File: src/rtl/pc_branch_pkg.sv
`default_nettype none
// +--------------------------------------------------------------------+
// | pc_branch_pkg : op encodings and op width shared by the PC unit    |
// | Rev 1.0                                                            |
// +--------------------------------------------------------------------+
package pc_branch_pkg;

   localparam int c_op_w = 3;

   typedef enum logic [c_op_w-1:0] {
      OP_SEQ  = 3'd0,
      OP_BR   = 3'd1,
      OP_JMP  = 3'd2,
      OP_CALL = 3'd3,
      OP_RET  = 3'd4
   } op_e;

endpackage
`default_nettype wire

File: src/rtl/ras_stack.sv
`default_nettype none
// +--------------------------------------------------------------------+
// | ras_stack : circular-buffer return-address stack, push/pop/count   |
// | Rev 1.0                                                            |
// +--------------------------------------------------------------------+
module ras_stack #(
   parameter int DEPTH = 4,
   parameter int WIDTH = 16
) (
   input  logic                         clk,
   input  logic                         rst,
   input  logic                         i_push,
   input  logic                         i_pop,
   input  logic [WIDTH-1:0]             i_data,
   output logic [WIDTH-1:0]             o_top,
   output logic [$clog2(DEPTH+1)-1:0]   o_count,
   output logic                         o_full,
   output logic                         o_empty
);

   localparam int CW = $clog2(DEPTH + 1);
   localparam int PW = (DEPTH > 1) ? $clog2(DEPTH) : 1;

   logic [WIDTH-1:0] r_mem [DEPTH];
   logic [PW-1:0]    r_wr_ptr;
   logic [CW-1:0]    r_count;
   logic [PW-1:0]    w_ptr_inc;
   logic [PW-1:0]    w_ptr_dec;

   always_comb begin
      w_ptr_inc = (r_wr_ptr == PW'(DEPTH - 1)) ? '0 : r_wr_ptr + PW'(1);
      w_ptr_dec = (r_wr_ptr == '0) ? PW'(DEPTH - 1) : r_wr_ptr - PW'(1);
   end

   assign o_full  = (r_count == CW'(DEPTH));
   assign o_empty = (r_count == '0);
   assign o_count = r_count;
   assign o_top   = r_mem[w_ptr_dec];

   // When full, the write slot is the oldest entry, so a push overwrites it.
   always_ff @(posedge clk) begin
      if (rst) begin
         r_wr_ptr <= '0;
         r_count  <= '0;
      end else if (i_push) begin
         r_wr_ptr <= w_ptr_inc;
         if (!o_full) r_count <= r_count + CW'(1);
      end else if (i_pop && !o_empty) begin
         r_wr_ptr <= w_ptr_dec;
         r_count  <= r_count - CW'(1);
      end
   end

   always_ff @(posedge clk) begin
      if (i_push) r_mem[r_wr_ptr] <= i_data;
   end

endmodule
`default_nettype wire

File: src/rtl/pc_branch_unit.sv
`default_nettype none
// +--------------------------------------------------------------------+
// | pc_branch_unit : PC sequencer with branch/jump/call/return and RAS |
// | Rev 1.0                                                            |
// +--------------------------------------------------------------------+
module pc_branch_unit
   import pc_branch_pkg::*;
#(
   parameter int                         INST_1_WIDTH    = 8,
   parameter int                         INST_2_WIDTH    = 12,
   parameter int                         INST_ADDR_WIDTH = 16,
   parameter int                         RAS_DEPTH       = 4,
   parameter logic [INST_ADDR_WIDTH-1:0] RESET_PC        = '0
) (
   input  logic                               clk,
   input  logic                               rst,
   input  logic                               en,
   input  logic [c_op_w-1:0]                  op,
   input  logic                               cond,
   input  logic [INST_1_WIDTH-1:0]            inst_1,
   input  logic [INST_2_WIDTH-1:0]            inst_2,
   output logic [INST_ADDR_WIDTH-1:0]         pc,
   output logic                               taken,
   output logic [$clog2(RAS_DEPTH+1)-1:0]     ras_count,
   output logic                               ras_ovf,
   output logic                               ras_unf,
   output logic                               illegal_op
);

   localparam int AW = INST_ADDR_WIDTH;

   logic [AW-1:0] r_pc;
   logic          r_taken;
   logic          r_ovf;
   logic          r_unf;
   logic          r_ill;

   op_e           w_op;
   logic [AW-1:0] w_pc_inc;
   logic [AW-1:0] w_offset;
   logic [AW-1:0] w_target;
   logic [AW-1:0] w_next_pc;
   logic          w_taken;
   logic          w_ovf;
   logic          w_unf;
   logic          w_ill;
   logic          w_push;
   logic          w_pop;
   logic [AW-1:0] w_top;
   logic          w_full;
   logic          w_empty;

   assign w_op     = op_e'(op);
   assign w_pc_inc = r_pc + AW'(1);
   assign w_offset = AW'($signed(inst_2));
   assign w_target = AW'({inst_1, inst_2});

   always_comb begin
      w_next_pc = w_pc_inc;
      w_taken   = 1'b0;
      w_ovf     = 1'b0;
      w_unf     = 1'b0;
      w_ill     = 1'b0;
      w_push    = 1'b0;
      w_pop     = 1'b0;
      case (w_op)
         OP_SEQ: ;
         OP_BR: begin
            if (cond) begin
               w_next_pc = r_pc + w_offset;
               w_taken   = 1'b1;
            end
         end
         OP_JMP: begin
            w_next_pc = w_target;
            w_taken   = 1'b1;
         end
         OP_CALL: begin
            w_next_pc = w_target;
            w_taken   = 1'b1;
            w_push    = en;
            w_ovf     = w_full;
         end
         OP_RET: begin
            if (!w_empty) begin
               w_next_pc = w_top;
               w_taken   = 1'b1;
               w_pop     = en;
            end else begin
               w_unf     = 1'b1;
            end
         end
         default: w_ill = 1'b1;
      endcase
   end

   ras_stack #(
      .DEPTH (RAS_DEPTH),
      .WIDTH (AW)
   ) u_ras (
      .clk     (clk),
      .rst     (rst),
      .i_push  (w_push),
      .i_pop   (w_pop),
      .i_data  (w_pc_inc),
      .o_top   (w_top),
      .o_count (ras_count),
      .o_full  (w_full),
      .o_empty (w_empty)
   );

   // A stalled cycle holds the PC but still clears every pulse.
   always_ff @(posedge clk) begin
      if (rst) begin
         r_pc    <= RESET_PC;
         r_taken <= 1'b0;
         r_ovf   <= 1'b0;
         r_unf   <= 1'b0;
         r_ill   <= 1'b0;
      end else if (en) begin
         r_pc    <= w_next_pc;
         r_taken <= w_taken;
         r_ovf   <= w_ovf;
         r_unf   <= w_unf;
         r_ill   <= w_ill;
      end else begin
         r_taken <= 1'b0;
         r_ovf   <= 1'b0;
         r_unf   <= 1'b0;
         r_ill   <= 1'b0;
      end
   end

   assign pc         = r_pc;
   assign taken      = r_taken;
   assign ras_ovf    = r_ovf;
   assign ras_unf    = r_unf;
   assign illegal_op = r_ill;

endmodule
`default_nettype wire
File: config.mk
export PLATFORM = sky130hd
export DESIGN_NAME = pc_branch_unit
export DESIGN_NICKNAME = d
export VERILOG_FILES = /design/src/rtl/pc_branch_pkg.sv /design/src/rtl/ras_stack.sv /design/src/rtl/pc_branch_unit.sv
export SDC_FILE = /design/constraint.sdc
export NUM_CORES = 1
export LEC_CHECK = 0
export BUFFER_PORTS_ARGS = -buffer_cell sky130_fd_sc_hd__buf_2
export CAP_MARGIN = 20
export CORE_ASPECT_RATIO = 0.9
export CORE_MARGIN = 3
export CORE_UTILIZATION = 60
export DETAILED_ROUTE_END_ITERATION = 6
export GPL_ROUTABILITY_DRIVEN = 0
export PLACE_DENSITY = 0.79
export SYNTH_ARGS = -nofsm -noshare
export SYNTH_HDL_FRONTEND = slang
export SYNTH_SLANG_ARGS = --single-unit
File: constraint.sdc
create_clock -name clk -period 3.7 [get_ports clk]
set_input_delay 0.185 -clock clk [delete_from_list [all_inputs] [get_ports clk]]
set_output_delay 0.185 -clock clk [all_outputs]
set_load 0.05 [all_outputs]
# Word-level counts from Yosys, hierarchy flattened
# Memory sizes are Yosys's and may differ from the RTL's.
# Index checks and enable logic that the tools add are counted.
[word_totals] register_bits=25 mem_bits_rw=64 inputBits=27 output_inout_bits=23 elab_cells=56 mem_count=1
[op_classes] addsub=6 eq_ne=7 muxes=20 bitwise=3 reduce_logical=12
[mem_list] memory="u_ras.r_mem" words=4 width=16 rd=1 rd_clocked_by_memory_dff=0 write_ports=1 line_no="ras_stack.sv:24" rtl="logic [WIDTH-1:0] r_mem [DEPTH];"
[ops] op="$pmux W16 S3" count=1
[ops] op="$mux W16" count=2
[ops] op="$add A16 B1 Y16 const B" count=1
[ops] op="$add A16 B16 Y16" count=1
[ops] op="$mux W1" count=9
[ops] op="$mux W3" count=3
[ops] op="$mux W2" count=4
[ops] op="$eq A3 B2 Y1 const B" count=2
[ops] op="$eq A3 B3 Y1 const B" count=2
[ops] op="$logic_not A3 Y1" count=2
[ops] op="$reduce_or A3 Y1" count=2
[ops] op="$reduce_or A5 Y1" count=1
[ops] op="$reduce_or A2 Y1" count=2
[ops] op="$add A3 B1 Y3 const B" count=1
[ops] op="$eq A3 B1 Y1 const B" count=1
[ops] op="$not A1 Y1" count=3
[ops] op="$pmux W1 S3" count=1
[ops] op="$sub A3 B1 Y3 const B" count=1
[ops] op="$add A2 B1 Y2 const B" count=1
[ops] op="$eq A2 B2 Y1 const B" count=1
[ops] op="$logic_not A2 Y1" count=1
[ops] op="$ne A2 B2 Y1 const B" count=1
[ops] op="$reduce_and A2 Y1" count=1
[ops] op="$reduce_bool A2 Y1" count=1
[ops] op="other kinds (3)" count=3

# Depth between registers and ports, before layout
# Gate-level depths: netlist (run 1).
[depth] depth_word=6 ltp_mapped=10 mapped_depth_nobuf=9

# Modules after synthesis
# A second synthesis (run 1) with hierarchy kept.
[hier_totals] hier_cells=443 hier_area_um2=4962.3
[by_module_without_submodules] mod="ras_stack" n_inst=1 cells_each=184 area_per_inst_um2=2865.2 seq_area_each_um2=2021.9
[by_module_without_submodules] mod="pc_branch_unit" n_inst=1 cells_each=259 area_per_inst_um2=2097.0 seq_area_each_um2=400.4

# Least setup slack after synthesis (run 1)
# No wires, ideal clock.
[synth_path] path_kind="register -> register" startpoint="register r_pc[0] (netlist: pc[0])" endpoint="register r_pc[12] (netlist: pc[12])" setup_ns=0.131 arrival_ns=2.343 required_time_ns=3.569 path_slack_ns=1.226 stages_incl_launch_ff=10 n_path_buf=0 period_less_slack_ns=2.474 path_cell_list="dfxtp_1 ha_1 inv_1 fa_1 nor2b_1 o31a_1 o21ai_0 o221ai_1 mux2i_1 o31ai_1"
[synth_via] elab_chain_len=3 word_cells_on_any_way=5 classes_between="add/sub: 2; mux: 3"
[synth_lines] element="from (decl)" line_no="pc_branch_unit.sv:32" rtl="logic [AW-1:0] r_pc;"
[synth_lines] element="from (signal assigned)" line_no="pc_branch_unit.sv:121" rtl="r_pc <= w_next_pc;"
[synth_lines] element="$add A16 B1 Y16 or $add A16 B16 Y16 (tied branches)" line_no="pc_branch_unit.sv:54, pc_branch_unit.sv:70"
[synth_lines] element="$mux W16 (on tied branches)" line_no="pc_branch_unit.sv:85, pc_branch_unit.sv:69"
[synth_lines] element="$pmux W16 S3 (*)" line_no="pc_branch_unit.sv:66" rtl="case (w_op)"
# Every way passes the cells marked *; elsewhere a longest branch is shown, timed or not.
# A chain may end at the register's enable or synchronous reset.

# Final worst setup path (run 1)
[layout_path] startpoint="register u_ras.r_wr_ptr[0]" endpoint="register r_pc[14] (netlist: pc[14])"
[layout_via] elab_chain_len=5 word_cells_on_any_way=6 classes_between="add/sub: 1; mux: 3; reduce/logical: 1; memory: 1"
[layout_lines] element="from (decl)" line_no="ras_stack.sv:25" rtl="logic [PW-1:0] r_wr_ptr;"
[layout_lines] element="from (signal assigned)" line_no="ras_stack.sv:46" rtl="r_wr_ptr <= w_ptr_inc;"
[layout_lines] element="from (signal assigned)" line_no="ras_stack.sv:49" rtl="r_wr_ptr <= w_ptr_dec;"
[layout_lines] element="$sub A2 B1 Y2 or $logic_not A2 Y1 (tied branches)" line_no="ras_stack.sv:32" rtl="w_ptr_dec = (r_wr_ptr == '0) ? PW'(DEPTH - 1) : r_wr_ptr - PW'(1);"
[layout_lines] element="$mux W2 (*)" line_no="ras_stack.sv:32"
[layout_lines] element="$mem_v2 Z4 W16 (*)"
[layout_lines] element="$mux W16 (*)" line_no="pc_branch_unit.sv:85" rtl="if (!w_empty) begin"
[layout_lines] element="$pmux W16 S3 (*)" line_no="pc_branch_unit.sv:66"
# Marked as above.

==> results of run 1 <==
[sequential cells by signal, indices dropped and copies added (netlist names)]
register	flops
pc	16
illegal_op	1
taken	1
u_ras.o_count	3
u_ras.r_mem	64
u_ras.r_wr_ptr	2
ras_ovf	1
ras_unf	1
[placed cells by master, fill, tap and decap left out, types with 13 or more instances in the layout]
| cell | n |
|---|---|
| mux4_2 | 16 |
| xnor2_1 | 15 |
| buf_2 | 45 |
| nand2_1 | 42 |
| edfxtp_1 | 64 |
| ha_1 | 20 |
| a21oi_1 | 18 |
| dfxtp_1 | 25 |
| a221oi_1 | 13 |
| o21ai_0 | 13 |
| nor2_1 | 38 |
[kinds of logic after synthesis]
family                   count (synthesis)  synth area share, %
AO/OA/AOI/OAI                           91                 13.9
XOR/XNOR                                26                 4.75
adder cells (fa/ha/maj)                 22                 6.05
buffers and inverters                   33                 3.00
flip-flops                              89                 50.5
multiplexers                            19                 8.14
AND/OR/NAND/NOR                        134                 13.7
[power breakdown]
group / internal [mW] / leakage [nW] / switching (mW) / total (mW)
Sequential: 1.10 / 0.790 / 0.0308 / 1.13
Combinational: 0.139 / 1.09 / 0.253 / 0.392
Clock: 0.256 / 0.0906 / 0.363 / 0.619
Total: 1.49 / 1.97 / 0.647 / 2.14
[worst paths after layout]
kind,startpoint,to,slack [ps],cells after the start
max,u_ras.r_wr_ptr[0]$_SDFFE_PP0P_,pc[14]$_SDFFE_PP0P_,1210,7
min,op[2],illegal_op$_SDFF_PP0_,140,3
max reg2reg,u_ras.r_wr_ptr[0]$_SDFFE_PP0P_,pc[14]$_SDFFE_PP0P_,1210,7
min reg2reg,u_ras.o_count[1]$_SDFFE_PP0P_,u_ras.o_count[1]$_SDFFE_PP0P_,560,2
[per-layer routing]
| layer | track usage, % | vias to the layer above | part of all wire, % |
|---|---|---|---|
| li1 | - | 1674 | - |
| met1 | 38.6 | 1758 | 46 |
| met2 | 34.8 | 164 | 45 |
| met3 | 6.18 | 7 | 8.3 |
| met4 | 6.06 | 0 | 0.64 |
| met5 | 0 | - | 0 |
[final cells by class]
type / instances / area share [%]
tap: 96 / 2.29
sequential: 89 / 46.1
clock buffer: 9 / 2.36
clock inverter: 7 / 1.09
multi-input combinational: 292 / 42.5
inverter: 12 / 0.857
timing repair buffer: 49 / 4.86
[critical path, stage by stage, from the launching register on]
cell      delay, ps
dfxtp_1         410
inv_1           100
ha_1            220
nand2b_1        530
mux4_2          480
a21o_1          190
a221oi_1        320
o31ai_1         110
==> impl_metrics.toml, run 1 <==
[run_status]
outcome = "completed"

[final_layout]
layoutNonFillerInstCount = 554
area_delta_synth_final_pct = 9.54
nFillCells = 567
final-seq-area_um2 = 2420
nNetsFinal = 502
n_antenna_cell = 0
drive_gt1_share_pct = 19.7
fin_area_um2 = 5260
fin_util_pct = 68.6
multi_input_area_um2 = 2230

[timing]
fin_tns_setup_ps = 0
setup_viol = 0
setup_ws_ps = 1210
worst_pin_slew_ps = 845
fmax_ghz = 0.401
min_period_over_period_pct = 67.4
relSlewSlack_pct = 43.6
hold_violations = 0
rsz0062_at_grt = "false"
fin_skew_ps = 11.4
finalCriticalPeriod_ps = 2490
fin_hold_ws_ps = 144
drv_slew = 0

[clock_tree]
hold_buffers = 0
clk_latency_ps = 350
cts_buffer_depth = 2
h-tree-depth = 3
cts_root_buf = "clkbuf_8"
cts.sinks = 89
cts_made_buffers = 9
cts_resized = 0
post_cts_buffers = 0
cts_tree = "done"
clk_pin_slew_ps = 90

[global_routing]
gr-total-overflow = 0
grt_use_total_pct = 24.8
grt_pass1_wl_um = 17400
grt_pass1_vias = 3300
grt_antenna_before_repair = 0
grt_max_degree = 30

[place]
placed_area_um2 = 5070
dp_slack_ps = 1200
post-dp-hpwl_um = 7750
dp_cells = 538
place.port_buffers = 45

[routing]
drt_iter0_drc = 323
wirelength_um = 10800
postRouteAntennaNets = 0
via_per_inst = 6.50
wl_per_cell_um = 19.5
firstDrtPassIters = 5
drc_errors = 0
vias = 3603

[floorplanning]
placementRows = 30
dieWidth_um = 100
ios = 50
core_area_um2 = 7660
initial_core_util_pct = 62.7
fp.dieArea_um2 = 9110
die_height_um = 90.8

[synthesis]
ys_async_sr_fraction_pct = 0
ys.flop_type = "edfxtp_1"
synth_nets = 463
synth-edff-count = 64
ys_ff_latch = 89
seq_area_frac_synth_pct = 50.5
synth_cell_types = 55
synth_area_um2 = 4800
synth_top_area_share_pct = 40.1
synth_area_per_cell_um2 = 11.6
synth_warnings = 0
syn_inst = 414
yosysTopAreaCell = "edfxtp_1"
synth_area_leaders = "edfxtp_1, dfxtp_1, mux4_2, ha_1, nand2_1"
synth.top_cells.by_count = "edfxtp_1, nand2_1, nor2_1"
synth_most_common_cell = "edfxtp_1"

[pwr]
peakVddDrop_uv = 310
p_leak_nw = 1.97
powerDensity_nw_per_um2 = 407
power.total_mw = 2.14

[worst_setup_path]
cp-start-kind = "flip-flop"
end_kind = "flip-flop"
criticalPathCategory = "flip-flop to flip-flop"
cp.arrival_ps = 2710
critPathRequiredTime_ps = 3920
path_max_fanout = 16

[hold_path]
worst_hold_path_type = "input port to flip-flop"

[run]
drv_cap = 0
Note: power is estimated with default switching activity, not from simulation.
==> run 2, diff against run 1 <==
Settings changed: CORE_UTILIZATION 60 to 59, PLACE_DENSITY 0.79 to 0.78.
Clock period 3.7 ns to 2.4 ns, I/O delays scaled along.
==> run 2 against run 1 <==
Compared with the run above: sequential share of layout area down 1.4 points; clock skew grew 6.1 ps; power is 59% higher; non-clock buffer count up 16; global-route usage barely moved; routed wire length is 3.1% higher; core utilization is 1.6 points higher; setup slack lost 1100 ps; combinational power rose by 64%; largest power group unchanged.
==> impl_metrics.toml, run 2 (synthesis gave the netlist of run 1 again) <==
[run_status]
outcome = "completed"

[clock_tree]
clk_latency_ps = 360
cts.sinks = 89
clk_pin_slew_ps = 100
post_cts_buffers = 0
hold_buffers = 0
cts_made_buffers = 9
h-tree-depth = 3
cts_resized = 0
cts_buffer_depth = 2
cts_root_buf = "clkbuf_8"
cts_tree = "done"

[routing]
drc_errors = 0
firstDrtPassIters = 4
wl_per_cell_um = 19.5
wirelength_um = 11100
vias = 3669
postRouteAntennaNets = 0
via_per_inst = 6.44
drt_iter0_drc = 208

[final_layout]
area_delta_synth_final_pct = 13.2
final-seq-area_um2 = 2430
final_cell_mix = "edfxtp_1, buf_2, nand2_1"
layoutNonFillerInstCount = 570
multi_input_area_um2 = 2260
largest_reg_flops = 64
top_register = "u_ras.r_mem"
nFillCells = 566
n_antenna_cell = 0
drive_gt1_share_pct = 24.3
nNetsFinal = 518
layout_commonest_cell = "edfxtp_1"

[floorplanning]
dieWidth_um = 101
placementRows = 30
die_height_um = 91.6
initial_core_util_pct = 62.1
fp.dieArea_um2 = 9250
core_area_um2 = 7730
ios = 50

[run]
drv_cap = 0

[global_routing]
grt_max_degree = 30
gr-total-overflow = 0
grt_pass1_wl_um = 17700
grt_pass1_vias = 3473
grt_use_total_pct = 24.7
grt_antenna_before_repair = 0

[worst_setup_path]
cp-start-kind = "flip-flop"
critPathRequiredTime_ps = 2630
end_kind = "flip-flop"
criticalPathCategory = "flip-flop to flip-flop"
path_max_fanout = 3
cp.arrival_ps = 2520

[place]
post-dp-hpwl_um = 8100
place.port_buffers = 45
dp_cells = 554

[timing]
relSlewSlack_pct = 55.6
drv_slew = 0
finalCriticalPeriod_ps = 2280
fmax_ghz = 0.438
hold_violations = 0
fin_tns_setup_ps = 0
setup_viol = 0
worst_pin_slew_ps = 666
min_period_over_period_pct = 95.2
fin_skew_ps = 17.5
rsz0062_at_grt = "false"

[pwr]
peakVddDrop_uv = 414
p_leak_nw = 2.07
powerDensity_nw_per_um2 = 624

[hold_path]
worst_hold_path_type = "input port to flip-flop"
==> run 2: routing by layer <==
layer | track usage [%] | vias to the layer above | routed length (um) | share of wire [%]
li1 | - | 1693 | - | -
met2 | 37.4 | 183 | 5170 | 46
met3 | 4.76 | 17 | 978 | 8.8
met5 | 0 | - | 0 | 0
met1 | 37.0 | 1776 | 4850 | 44
met4 | 5.87 | 0 | 133 | 1.2
==> run 2: final timing paths <==
check                          start               endpoint  slack, ps  depth (start not counted)
hold / removal                 op[2]  illegal_op$_SDFF_PP0_         70                          3
setup / recovery  pc[0]$_SDFFE_PP0P_    pc[12]$_SDFFE_PP0P_        120                          9
setup reg to reg  pc[0]$_SDFFE_PP0P_    pc[12]$_SDFFE_PP0P_        120                          9
hold reg to reg   pc[2]$_SDFFE_PP0P_     pc[2]$_SDFFE_PP0P_        550                          2
==> run 2: per-stage QoR <==
step	power (mW)	hold WS [ps]	setup slack, ps	utilization (%)	instance area [um2]
final	3.39	73.8	116	70.3	5430
after global routing	3.53	81.7	1.70	70.3	5430
after CTS	3.40	53.6	34.1	69.8	5400
after detailed placement	2.39	439	63.6	67.2	5200
after global placement	2.37	434	120	67.2	5200
after floorplan	2.21	344	55.4	-	4800
==> run 2: area by class of cell <==
cell class / count / share of cell area, %
repair buffers: 65 / 7.05
clock inverters: 7 / 1.40
clock buffers: 9 / 2.28
flip-flops and latches: 89 / 44.7
well taps: 96 / 2.21
multi-input cells: 292 / 41.5
inverters: 12 / 0.829
==> run 2: power by group <==
part	switching [mW]	leakage, nW	internal (mW)
sequential	0.0404	0.792	1.69
clock	0.601	0.103	0.414
combinational	0.406	1.18	0.236
==> run 2: worst max-delay path: stages, from the launching register on <==
cell and delay, ps:
dfxtp_2 340, ha_1 220, inv_1 70, fa_1 400
nor2b_1 210, o31a_1 170, o21ai_0 180, o221ai_1 280
mux2i_1 210, o31ai_1 80
